===== src/rtl/apb_pkg.sv =====
// Types shared by the APB master slice: the FSM state encoding and the queued command.
// APB_DW is the data/address width that the command struct is built with.
package apb_pkg;

   localparam int APB_DW = 8;

   typedef enum logic [1:0] {
      IDLE   = 2'd0,
      SETUP  = 2'd1,
      ACCESS = 2'd2
   } apb_state_e;

   typedef struct packed {
      logic              write;
      logic [APB_DW-1:0] addr;
      logic [APB_DW-1:0] wdata;
   } apb_cmd_t;

endpackage


===== src/rtl/apb_master_if.sv =====
// Command, response and APB bus signals of apb_master.
// The master modport is the DUT view; the slave modport is the environment view.
interface apb_master_if #(
   parameter int data_size = 8
);

   logic                 cmd_valid;
   logic                 cmd_ready;
   logic                 cmd_write;
   logic [data_size-1:0] cmd_addr;
   logic [data_size-1:0] cmd_wdata;
   logic                 rsp_valid;
   logic                 rsp_write;
   logic [data_size-1:0] rsp_rdata;
   logic                 rsp_timeout;
   logic                 psel;
   logic                 penable;
   logic                 pwrite;
   logic [data_size-1:0] paddr;
   logic [data_size-1:0] pwdata;
   logic [data_size-1:0] prdata;
   logic                 pready;
   logic                 busy;

   modport master (
      input  cmd_valid, cmd_write, cmd_addr, cmd_wdata, prdata, pready,
      output cmd_ready, rsp_valid, rsp_write, rsp_rdata, rsp_timeout,
      output psel, penable, pwrite, paddr, pwdata, busy
   );

   modport slave (
      output cmd_valid, cmd_write, cmd_addr, cmd_wdata, prdata, pready,
      input  cmd_ready, rsp_valid, rsp_write, rsp_rdata, rsp_timeout,
      input  psel, penable, pwrite, paddr, pwdata, busy
   );

endinterface


===== src/rtl/apb_cmd_fifo.sv =====
// Command queue: power-of-two depth, wrap-around pointers, occupancy 0..DEPTH.
// Pushes while full and pops while empty are ignored; push+pop together keep the count.
module apb_cmd_fifo #(
   parameter int WIDTH = 17,
   parameter int DEPTH = 4
) (
   input  logic                   pclk,
   input  logic                   presetn,
   input  logic                   push,
   input  logic [WIDTH-1:0]       wdata,
   input  logic                   pop,
   output logic [WIDTH-1:0]       rdata,
   output logic                   full,
   output logic                   empty,
   output logic [$clog2(DEPTH):0] count
);

   localparam int PW = $clog2(DEPTH);

   logic [WIDTH-1:0] mem_q [DEPTH];
   logic [PW-1:0]    wr_ptr_q, wr_ptr_d;
   logic [PW-1:0]    rd_ptr_q, rd_ptr_d;
   logic [PW:0]      count_q, count_d;
   logic             push_en, pop_en;

   assign full    = (count_q == (PW+1)'(DEPTH));
   assign empty   = (count_q == '0);
   assign count   = count_q;
   assign rdata   = mem_q[rd_ptr_q];
   assign push_en = push && !full;
   assign pop_en  = pop && !empty;

   // NOTE: combinational blocks use blocking '=' and give every output a default first, so no latch is inferred.
   always_comb begin
      wr_ptr_d = wr_ptr_q;
      rd_ptr_d = rd_ptr_q;
      count_d  = count_q;
      if (push_en) wr_ptr_d = wr_ptr_q + PW'(1);
      if (pop_en)  rd_ptr_d = rd_ptr_q + PW'(1);
      case ({push_en, pop_en})
         2'b10:   count_d = count_q + (PW+1)'(1);
         2'b01:   count_d = count_q - (PW+1)'(1);
         default: count_d = count_q;
      endcase
   end

   // NOTE: sequential state uses non-blocking '<=' so every flop samples pre-edge values.
   always_ff @(posedge pclk or negedge presetn) begin
      if (!presetn) begin
         wr_ptr_q <= '0;
         rd_ptr_q <= '0;
         count_q  <= '0;
      end else begin
         wr_ptr_q <= wr_ptr_d;
         rd_ptr_q <= rd_ptr_d;
         count_q  <= count_d;
      end
   end

   // NOTE: storage is deliberately not reset; an empty count already hides stale entries.
   always_ff @(posedge pclk) begin
      if (push_en) mem_q[wr_ptr_q] <= wdata;
   end

endmodule


===== src/rtl/apb_master.sv =====
// APB master: queued commands are issued as SETUP/ACCESS transfers with registered APB outputs.
// Optional ACCESS wait limit: define APB_MASTER_TIMEOUT_EN.
module apb_master
   import apb_pkg::*;
#(
   parameter int data_size      = APB_DW,
   parameter int FIFO_DEPTH     = 4,
   parameter int TIMEOUT_CYCLES = 16
) (
   input logic          pclk,
   input logic          presetn,
   apb_master_if.master bus
);

   apb_state_e           state_q, state_d;
   logic                 psel_q, psel_d;
   logic                 penable_q, penable_d;
   logic                 pwrite_q, pwrite_d;
   logic [data_size-1:0] paddr_q, paddr_d;
   logic [data_size-1:0] pwdata_q, pwdata_d;
   logic                 rsp_valid_q, rsp_valid_d;
   logic                 rsp_write_q, rsp_write_d;
   logic [data_size-1:0] rsp_rdata_q, rsp_rdata_d;
   logic                 rsp_timeout_q, rsp_timeout_d;

   apb_cmd_t                    push_cmd, head_cmd;
   logic                        pop, launch, full, empty, timeout_hit;
   logic [$clog2(FIFO_DEPTH):0] count;

   assign push_cmd = '{write: bus.cmd_write, addr: bus.cmd_addr, wdata: bus.cmd_wdata};

   apb_cmd_fifo #(
      .WIDTH ($bits(apb_cmd_t)),
      .DEPTH (FIFO_DEPTH)
   ) u_cmd_fifo (
      .pclk    (pclk),
      .presetn (presetn),
      .push    (bus.cmd_valid),
      .wdata   (push_cmd),
      .pop     (pop),
      .rdata   (head_cmd),
      .full    (full),
      .empty   (empty),
      .count   (count)
   );

`ifdef APB_MASTER_TIMEOUT_EN
   localparam int TW = $clog2(TIMEOUT_CYCLES + 1);
   logic [TW-1:0] wait_cnt_q, wait_cnt_d;

   // SETUP always precedes ACCESS, so clearing there clears on ACCESS entry.
   always_comb begin
      wait_cnt_d = wait_cnt_q;
      if (state_q == SETUP)                       wait_cnt_d = '0;
      else if (state_q == ACCESS && !bus.pready) wait_cnt_d = wait_cnt_q + TW'(1);
   end

   always_ff @(posedge pclk or negedge presetn) begin
      if (!presetn) wait_cnt_q <= '0;
      else          wait_cnt_q <= wait_cnt_d;
   end

   assign timeout_hit = (state_q == ACCESS) && !bus.pready &&
                        (wait_cnt_q == TW'(TIMEOUT_CYCLES - 1));
`else
   assign timeout_hit = 1'b0;
`endif

   always_comb begin
      state_d       = state_q;
      psel_d        = psel_q;
      penable_d     = penable_q;
      pwrite_d      = pwrite_q;
      paddr_d       = paddr_q;
      pwdata_d      = pwdata_q;
      rsp_valid_d   = 1'b0;
      rsp_write_d   = rsp_write_q;
      rsp_rdata_d   = rsp_rdata_q;
      rsp_timeout_d = 1'b0;
      launch        = 1'b0;
      case (state_q)
         IDLE: begin
            psel_d    = 1'b0;
            penable_d = 1'b0;
            launch    = !empty;
         end
         SETUP: begin
            penable_d = 1'b1;
            state_d   = ACCESS;
         end
         ACCESS: begin
            if (bus.pready || timeout_hit) begin
               rsp_valid_d   = 1'b1;
               rsp_write_d   = pwrite_q;
               rsp_timeout_d = timeout_hit;
               if (bus.pready && !pwrite_q) rsp_rdata_d = bus.prdata;
               // Back-to-back: a waiting command goes straight to SETUP.
               if (!empty) begin
                  launch = 1'b1;
               end else begin
                  state_d   = IDLE;
                  psel_d    = 1'b0;
                  penable_d = 1'b0;
               end
            end
         end
         default: state_d = IDLE;
      endcase
      if (launch) begin
         state_d   = SETUP;
         psel_d    = 1'b1;
         penable_d = 1'b0;
         pwrite_d  = head_cmd.write;
         paddr_d   = head_cmd.addr;
         pwdata_d  = head_cmd.wdata;
      end
   end

   assign pop = launch;

   always_ff @(posedge pclk or negedge presetn) begin
      if (!presetn) begin
         state_q       <= IDLE;
         psel_q        <= 1'b0;
         penable_q     <= 1'b0;
         pwrite_q      <= 1'b0;
         paddr_q       <= '0;
         pwdata_q      <= '0;
         rsp_valid_q   <= 1'b0;
         rsp_write_q   <= 1'b0;
         rsp_rdata_q   <= '0;
         rsp_timeout_q <= 1'b0;
      end else begin
         state_q       <= state_d;
         psel_q        <= psel_d;
         penable_q     <= penable_d;
         pwrite_q      <= pwrite_d;
         paddr_q       <= paddr_d;
         pwdata_q      <= pwdata_d;
         rsp_valid_q   <= rsp_valid_d;
         rsp_write_q   <= rsp_write_d;
         rsp_rdata_q   <= rsp_rdata_d;
         rsp_timeout_q <= rsp_timeout_d;
      end
   end

   assign bus.psel        = psel_q;
   assign bus.penable     = penable_q;
   assign bus.pwrite      = pwrite_q;
   assign bus.paddr       = paddr_q;
   assign bus.pwdata      = pwdata_q;
   assign bus.rsp_valid   = rsp_valid_q;
   assign bus.rsp_write   = rsp_write_q;
   assign bus.rsp_rdata   = rsp_rdata_q;
   assign bus.rsp_timeout = rsp_timeout_q;
   assign bus.cmd_ready   = !full;
   assign bus.busy        = (state_q != IDLE) || (count != '0);

endmodule


===== src/flat_wrapper.sv =====
// flat-port wrapper written by rule: the top's interface ports become plain ports
module apb_master_flat import apb_pkg::*;
#(
   parameter int data_size      = APB_DW,
   parameter int FIFO_DEPTH     = 4,
   parameter int TIMEOUT_CYCLES = 16
)
  (pclk, presetn, bus_cmd_valid, bus_cmd_write, bus_cmd_addr, bus_cmd_wdata, bus_prdata, bus_pready, bus_cmd_ready, bus_rsp_valid, bus_rsp_write, bus_rsp_rdata, bus_rsp_timeout, bus_psel, bus_penable, bus_pwrite, bus_paddr, bus_pwdata, bus_busy);
  apb_master_if #(.data_size(data_size)) bus_i ();
  input logic pclk;
  input logic presetn;
  input wire logic [$bits(bus_i.cmd_valid)-1:0] bus_cmd_valid;
  input wire logic [$bits(bus_i.cmd_write)-1:0] bus_cmd_write;
  input wire logic [$bits(bus_i.cmd_addr)-1:0] bus_cmd_addr;
  input wire logic [$bits(bus_i.cmd_wdata)-1:0] bus_cmd_wdata;
  input wire logic [$bits(bus_i.prdata)-1:0] bus_prdata;
  input wire logic [$bits(bus_i.pready)-1:0] bus_pready;
  output wire logic [$bits(bus_i.cmd_ready)-1:0] bus_cmd_ready;
  output wire logic [$bits(bus_i.rsp_valid)-1:0] bus_rsp_valid;
  output wire logic [$bits(bus_i.rsp_write)-1:0] bus_rsp_write;
  output wire logic [$bits(bus_i.rsp_rdata)-1:0] bus_rsp_rdata;
  output wire logic [$bits(bus_i.rsp_timeout)-1:0] bus_rsp_timeout;
  output wire logic [$bits(bus_i.psel)-1:0] bus_psel;
  output wire logic [$bits(bus_i.penable)-1:0] bus_penable;
  output wire logic [$bits(bus_i.pwrite)-1:0] bus_pwrite;
  output wire logic [$bits(bus_i.paddr)-1:0] bus_paddr;
  output wire logic [$bits(bus_i.pwdata)-1:0] bus_pwdata;
  output wire logic [$bits(bus_i.busy)-1:0] bus_busy;
  assign bus_i.cmd_valid = bus_cmd_valid;
  assign bus_i.cmd_write = bus_cmd_write;
  assign bus_i.cmd_addr = bus_cmd_addr;
  assign bus_i.cmd_wdata = bus_cmd_wdata;
  assign bus_i.prdata = bus_prdata;
  assign bus_i.pready = bus_pready;
  assign bus_cmd_ready = bus_i.cmd_ready;
  assign bus_rsp_valid = bus_i.rsp_valid;
  assign bus_rsp_write = bus_i.rsp_write;
  assign bus_rsp_rdata = bus_i.rsp_rdata;
  assign bus_rsp_timeout = bus_i.rsp_timeout;
  assign bus_psel = bus_i.psel;
  assign bus_penable = bus_i.penable;
  assign bus_pwrite = bus_i.pwrite;
  assign bus_paddr = bus_i.paddr;
  assign bus_pwdata = bus_i.pwdata;
  assign bus_busy = bus_i.busy;
  apb_master #(.data_size(data_size), .FIFO_DEPTH(FIFO_DEPTH), .TIMEOUT_CYCLES(TIMEOUT_CYCLES)) u_core (.pclk(pclk), .presetn(presetn), .bus(bus_i));
endmodule

===== config.mk =====
export PLATFORM = sky130hd
export DESIGN_NAME = apb_master_flat
export DESIGN_NICKNAME = d
export VERILOG_FILES = /design/src/rtl/apb_pkg.sv /design/src/rtl/apb_master_if.sv /design/src/rtl/apb_cmd_fifo.sv /design/src/rtl/apb_master.sv /design/src/flat_wrapper.sv
export SDC_FILE = /design/constraint.sdc
export NUM_CORES = 1
export LEC_CHECK = 0
export BUFFER_PORTS_ARGS = -buffer_cell sky130_fd_sc_hd__buf_2
export CAP_MARGIN = 20
export CORE_ASPECT_RATIO = 1.1
export CORE_UTILIZATION = 50
export DETAILED_ROUTE_END_ITERATION = 12
export MAX_ROUTING_LAYER = met4
export PLACE_DENSITY_LB_ADDON = 0.2
export SETUP_SLACK_MARGIN = 0.3
export SLEW_MARGIN = 20
export SYNTH_ARGS = -nofsm -noshare
export SYNTH_HDL_FRONTEND = slang
export SYNTH_HIERARCHICAL = 1
export SYNTH_SLANG_ARGS = --single-unit
export TNS_END_PERCENT = 5

===== constraint.sdc =====
create_clock -name pclk -period 3.3 [get_ports pclk]
set_input_delay 0.495 -clock pclk [delete_from_list [all_inputs] [get_ports pclk]]
set_output_delay 0.495 -clock pclk [all_outputs]
set_load 0.03 [all_outputs]

==> results.json <==
{
  "dr.pass1.iters": 4,
  "worstSetupPathType": "flop to flop",
  "fin_util": 0.588,
  "tightestPinTransition_ns": 0.906,
  "viasPerCell": 5.15,
  "worstSetupStartpoint": "u_core/u_cmd_fifo/count[0]",
  "drc_errors": 0,
  "m1WireLength_mm": 2.61,
  "grt_overflow": 0,
  "clock_latency_ns": 0.35,
  "wl_per_cell_um": 16.5,
  "cts_buffers": 9,
  "clkSinkCount": 106,
  "synth.area.top_cells": "edfxtp_1 (49%), dfrtp_1 (23%), mux4_1 (5.7%)",
  "synth-edff-count": 68,
  "synth_top_cell_area_share": 0.489,
  "ctsResizeCount": 0,
  "num-fill-cells": 646,
  "total_power_mw": 4.52,
  "rows": 34,
  "cp-end-kind": "flop",
  "reg2reg_slack_ns": 1.12,
  "relSlewSlack": 0.396,
  "synth_top_cell_by_area": "edfxtp_1",
  "grt_max_degree": 39,
  "first_iter_violations": 89,
  "hold_buffers": 0,
  "period_minus_slack_ns": 2.18,
  "gp_congestion": 0.677,
  "crit_arrival_ns": 2.45,
  "syn_inst": 204,
  "reg2reg_from": "u_core/u_cmd_fifo/count[0]",
  "dieWidth_um": 89.1,
  "coreArea_um2": 8000,
  "layout_commonest_cell": "edfxtp_1",
  "areaGrowthSynthToFinish_pct": 12.7,
  "postSynth.asyncResetShare": 0.358,
  "initial_core_util": 0.522,
  "insertedDiodeCount": 0,
  "synth_seq_cells": 106,
  "vias": 1968,
  "cts_tree": "yes",
  "finalSetupViolCount": 0,
  "critPathMaxFanout": 6,
  "p_per_area_nw_per_um2": 962,
  "dp_hpwl_mm": 3.99,
  "top_layer": "met4",
  "fin_setup_tns_ns": 0,
  "grt_pass1_wl_mm": 10.1,
  "status": "finished clean",
  "io_pins": 61,
  "hold_ws_ns": 0.241,
  "die_area_um2": 8720,
  "peakVddDrop_mv": 0.348,
  "final_cell_mix": "edfxtp_1 (68), buf_2 (59), dfrtp_1 (38)",
  "max_cap_viol_count": 0,
  "clkSlewWorstSetupHoldPaths_ns": 0.09,
  "fin_crit_sh": 0.659,
  "ys_seq_area_frac": 0.717,
  "crit_end": "u_core/u_cmd_fifo/count[2]",
  "holdCritPathClass": "input pin to async pin",
  "grt_usage": 0.169,
  "wl_met2_mm": 3.34,
  "layout.nets": 304,
  "r2r_end": "u_core/u_cmd_fifo/count[2]",
  "hold_viol_final": 0,
  "rsz0062_at_grt": "no",
  "synth_top_flop_cell": "edfxtp_1",
  "clock_path_buffers": 2,
  "wl_mm": 6.30,
  "antenna_found_initial": 0,
  "leakage_nw": 1.85,
  "startpoint_type": "flop",
  "htree_levels": 3,
  "final_layout_size_suffix_gt1_frac": 0.416,
  "syn_area_per_cell_um2": 20.5,
  "cp_data_required_time_ns": 3.57,
  "skew_ns": 0.00991,
  "syn-num-nets": 239,
  "clock.fmax_ghz": 0.460,
  "ant_nets": 0,
  "cts_root_buffer": "clkbuf_8",
  "portBuffers": 59,
  "fp.dieH_um": 97.8,
  "post_cts_buffers": 0,
  "met3_length_um": 237,
  "grt_pass1_vias": 1994,
  "rr_worst_depth": 9,
  "synth_warnings": 6,
  "slew_violations": 0,
  "synth_cell_types": 31,
  "syn_area_um2": 4170
}
## where the power goes
group,internal [mW],switching (mW),leakage (nW)
registers,1.85,0.224,1.07
logic,0.803,0.960,0.704
clock network,0.276,0.408,0.0766
## routing by layer
metal / GRT usage / vias to the layer above
li1: - / 899
met1: 0.211 / 1009
met2: 0.265 / 51
met3: 0.0313 / 9
met4: 0.0806 / 0
met5: - / -
## how the worst min path moves through the flow
stage | from | endpoint | slack, ns | cells after the start
2_1_floorplan | presetn | u_core/bus.paddr[0] | 0.20 | 0
5_1_grt | presetn | u_core/u_cmd_fifo/count[0] | 0.32 | 1
4_1_cts | presetn | u_core/state_q[0] | 0.27 | 1
3_3_place_gp | u_core/bus.rsp_write | u_core/bus.rsp_write | 0.48 | 1
3_5_place_dp | u_core/bus.paddr[7] | u_core/bus.paddr[7] | 0.49 | 1
6_report | presetn | u_core/state_q[0] | 0.24 | 1
## synthesized netlist by cell type, types with 2 or more instances
cell	n
and2_1	4
buf_12	2
buf_2	2
buf_6	2
dfrtp_1	38
edfxtp_1	68
ha_1	5
inv_1	10
mux2_2	19
mux2_4	8
mux2i_1	2
mux4_1	9
mux4_2	8
nand2_1	2
nor2_1	3
nor3_1	3
xnor2_1	3
xor2_1	3
## kinds of logic (layout without fill, tap and decap cells)
logic type      after synthesis  count (layout)  synth area share
buf+inv                      17              87            0.0282
mux                          46              46             0.185
other cells                   1               1          0.000898
compound gates                3               3           0.00449
xor+xnor                      6               6            0.0126
simple gates                 19              19            0.0324
fa+ha+maj                     6               6            0.0198
flops                       106             106             0.717
## stage by stage
step / instances / area (um^2) / setup WS, ns
floorplan: 204 / 4170 / 0.936
global placement: 366 / 4540 / 1.22
detailed placement: 366 / 4540 / 1.13
CTS: 382 / 4700 / 1.12
global route: 382 / 4700 / 0.909
finish: 382 / 4700 / 1.12
## layout make-up
cell class              count  area [um^2]  share of cell area
clock buffers              12          135              0.0287
well taps                 108          135              0.0287
inverters                  10         37.5             0.00798
clock inverters             4         28.8             0.00612
multi-input cells          81         1060               0.226
repair buffers             61          310              0.0660
flip-flops and latches    106         2990               0.636
## flip-flops by register name, indices dropped and copies added (netlist names)
signal / cells
u_core/u_cmd_fifo/mem_q: 68
u_core/bus.paddr: 8
u_core/bus.pwdata: 8
u_core/bus.rsp_rdata: 8
u_core/u_cmd_fifo/count: 3
u_core/state_q: 2
u_core/u_cmd_fifo/rd_ptr_q: 2
u_core/u_cmd_fifo/wr_ptr_q: 2
u_core/bus.penable: 1
u_core/bus.psel: 1
u_core/bus.pwrite: 1
u_core/bus.rsp_valid: 1
u_core/bus.rsp_write: 1
## worst max-delay path, stage by stage, from the launching register on
cell and delay (ns):
dfrtp_1 0.47, nor3_1 0.14, nor3_4 0.19, o31a_1 0.24, ha_1 0.21, inv_1 0.06
fa_1 0.37, xor2_1 0.15, nor2_1 0.11, xor2_1 0.16
Power figures use the tool's default switching activity.
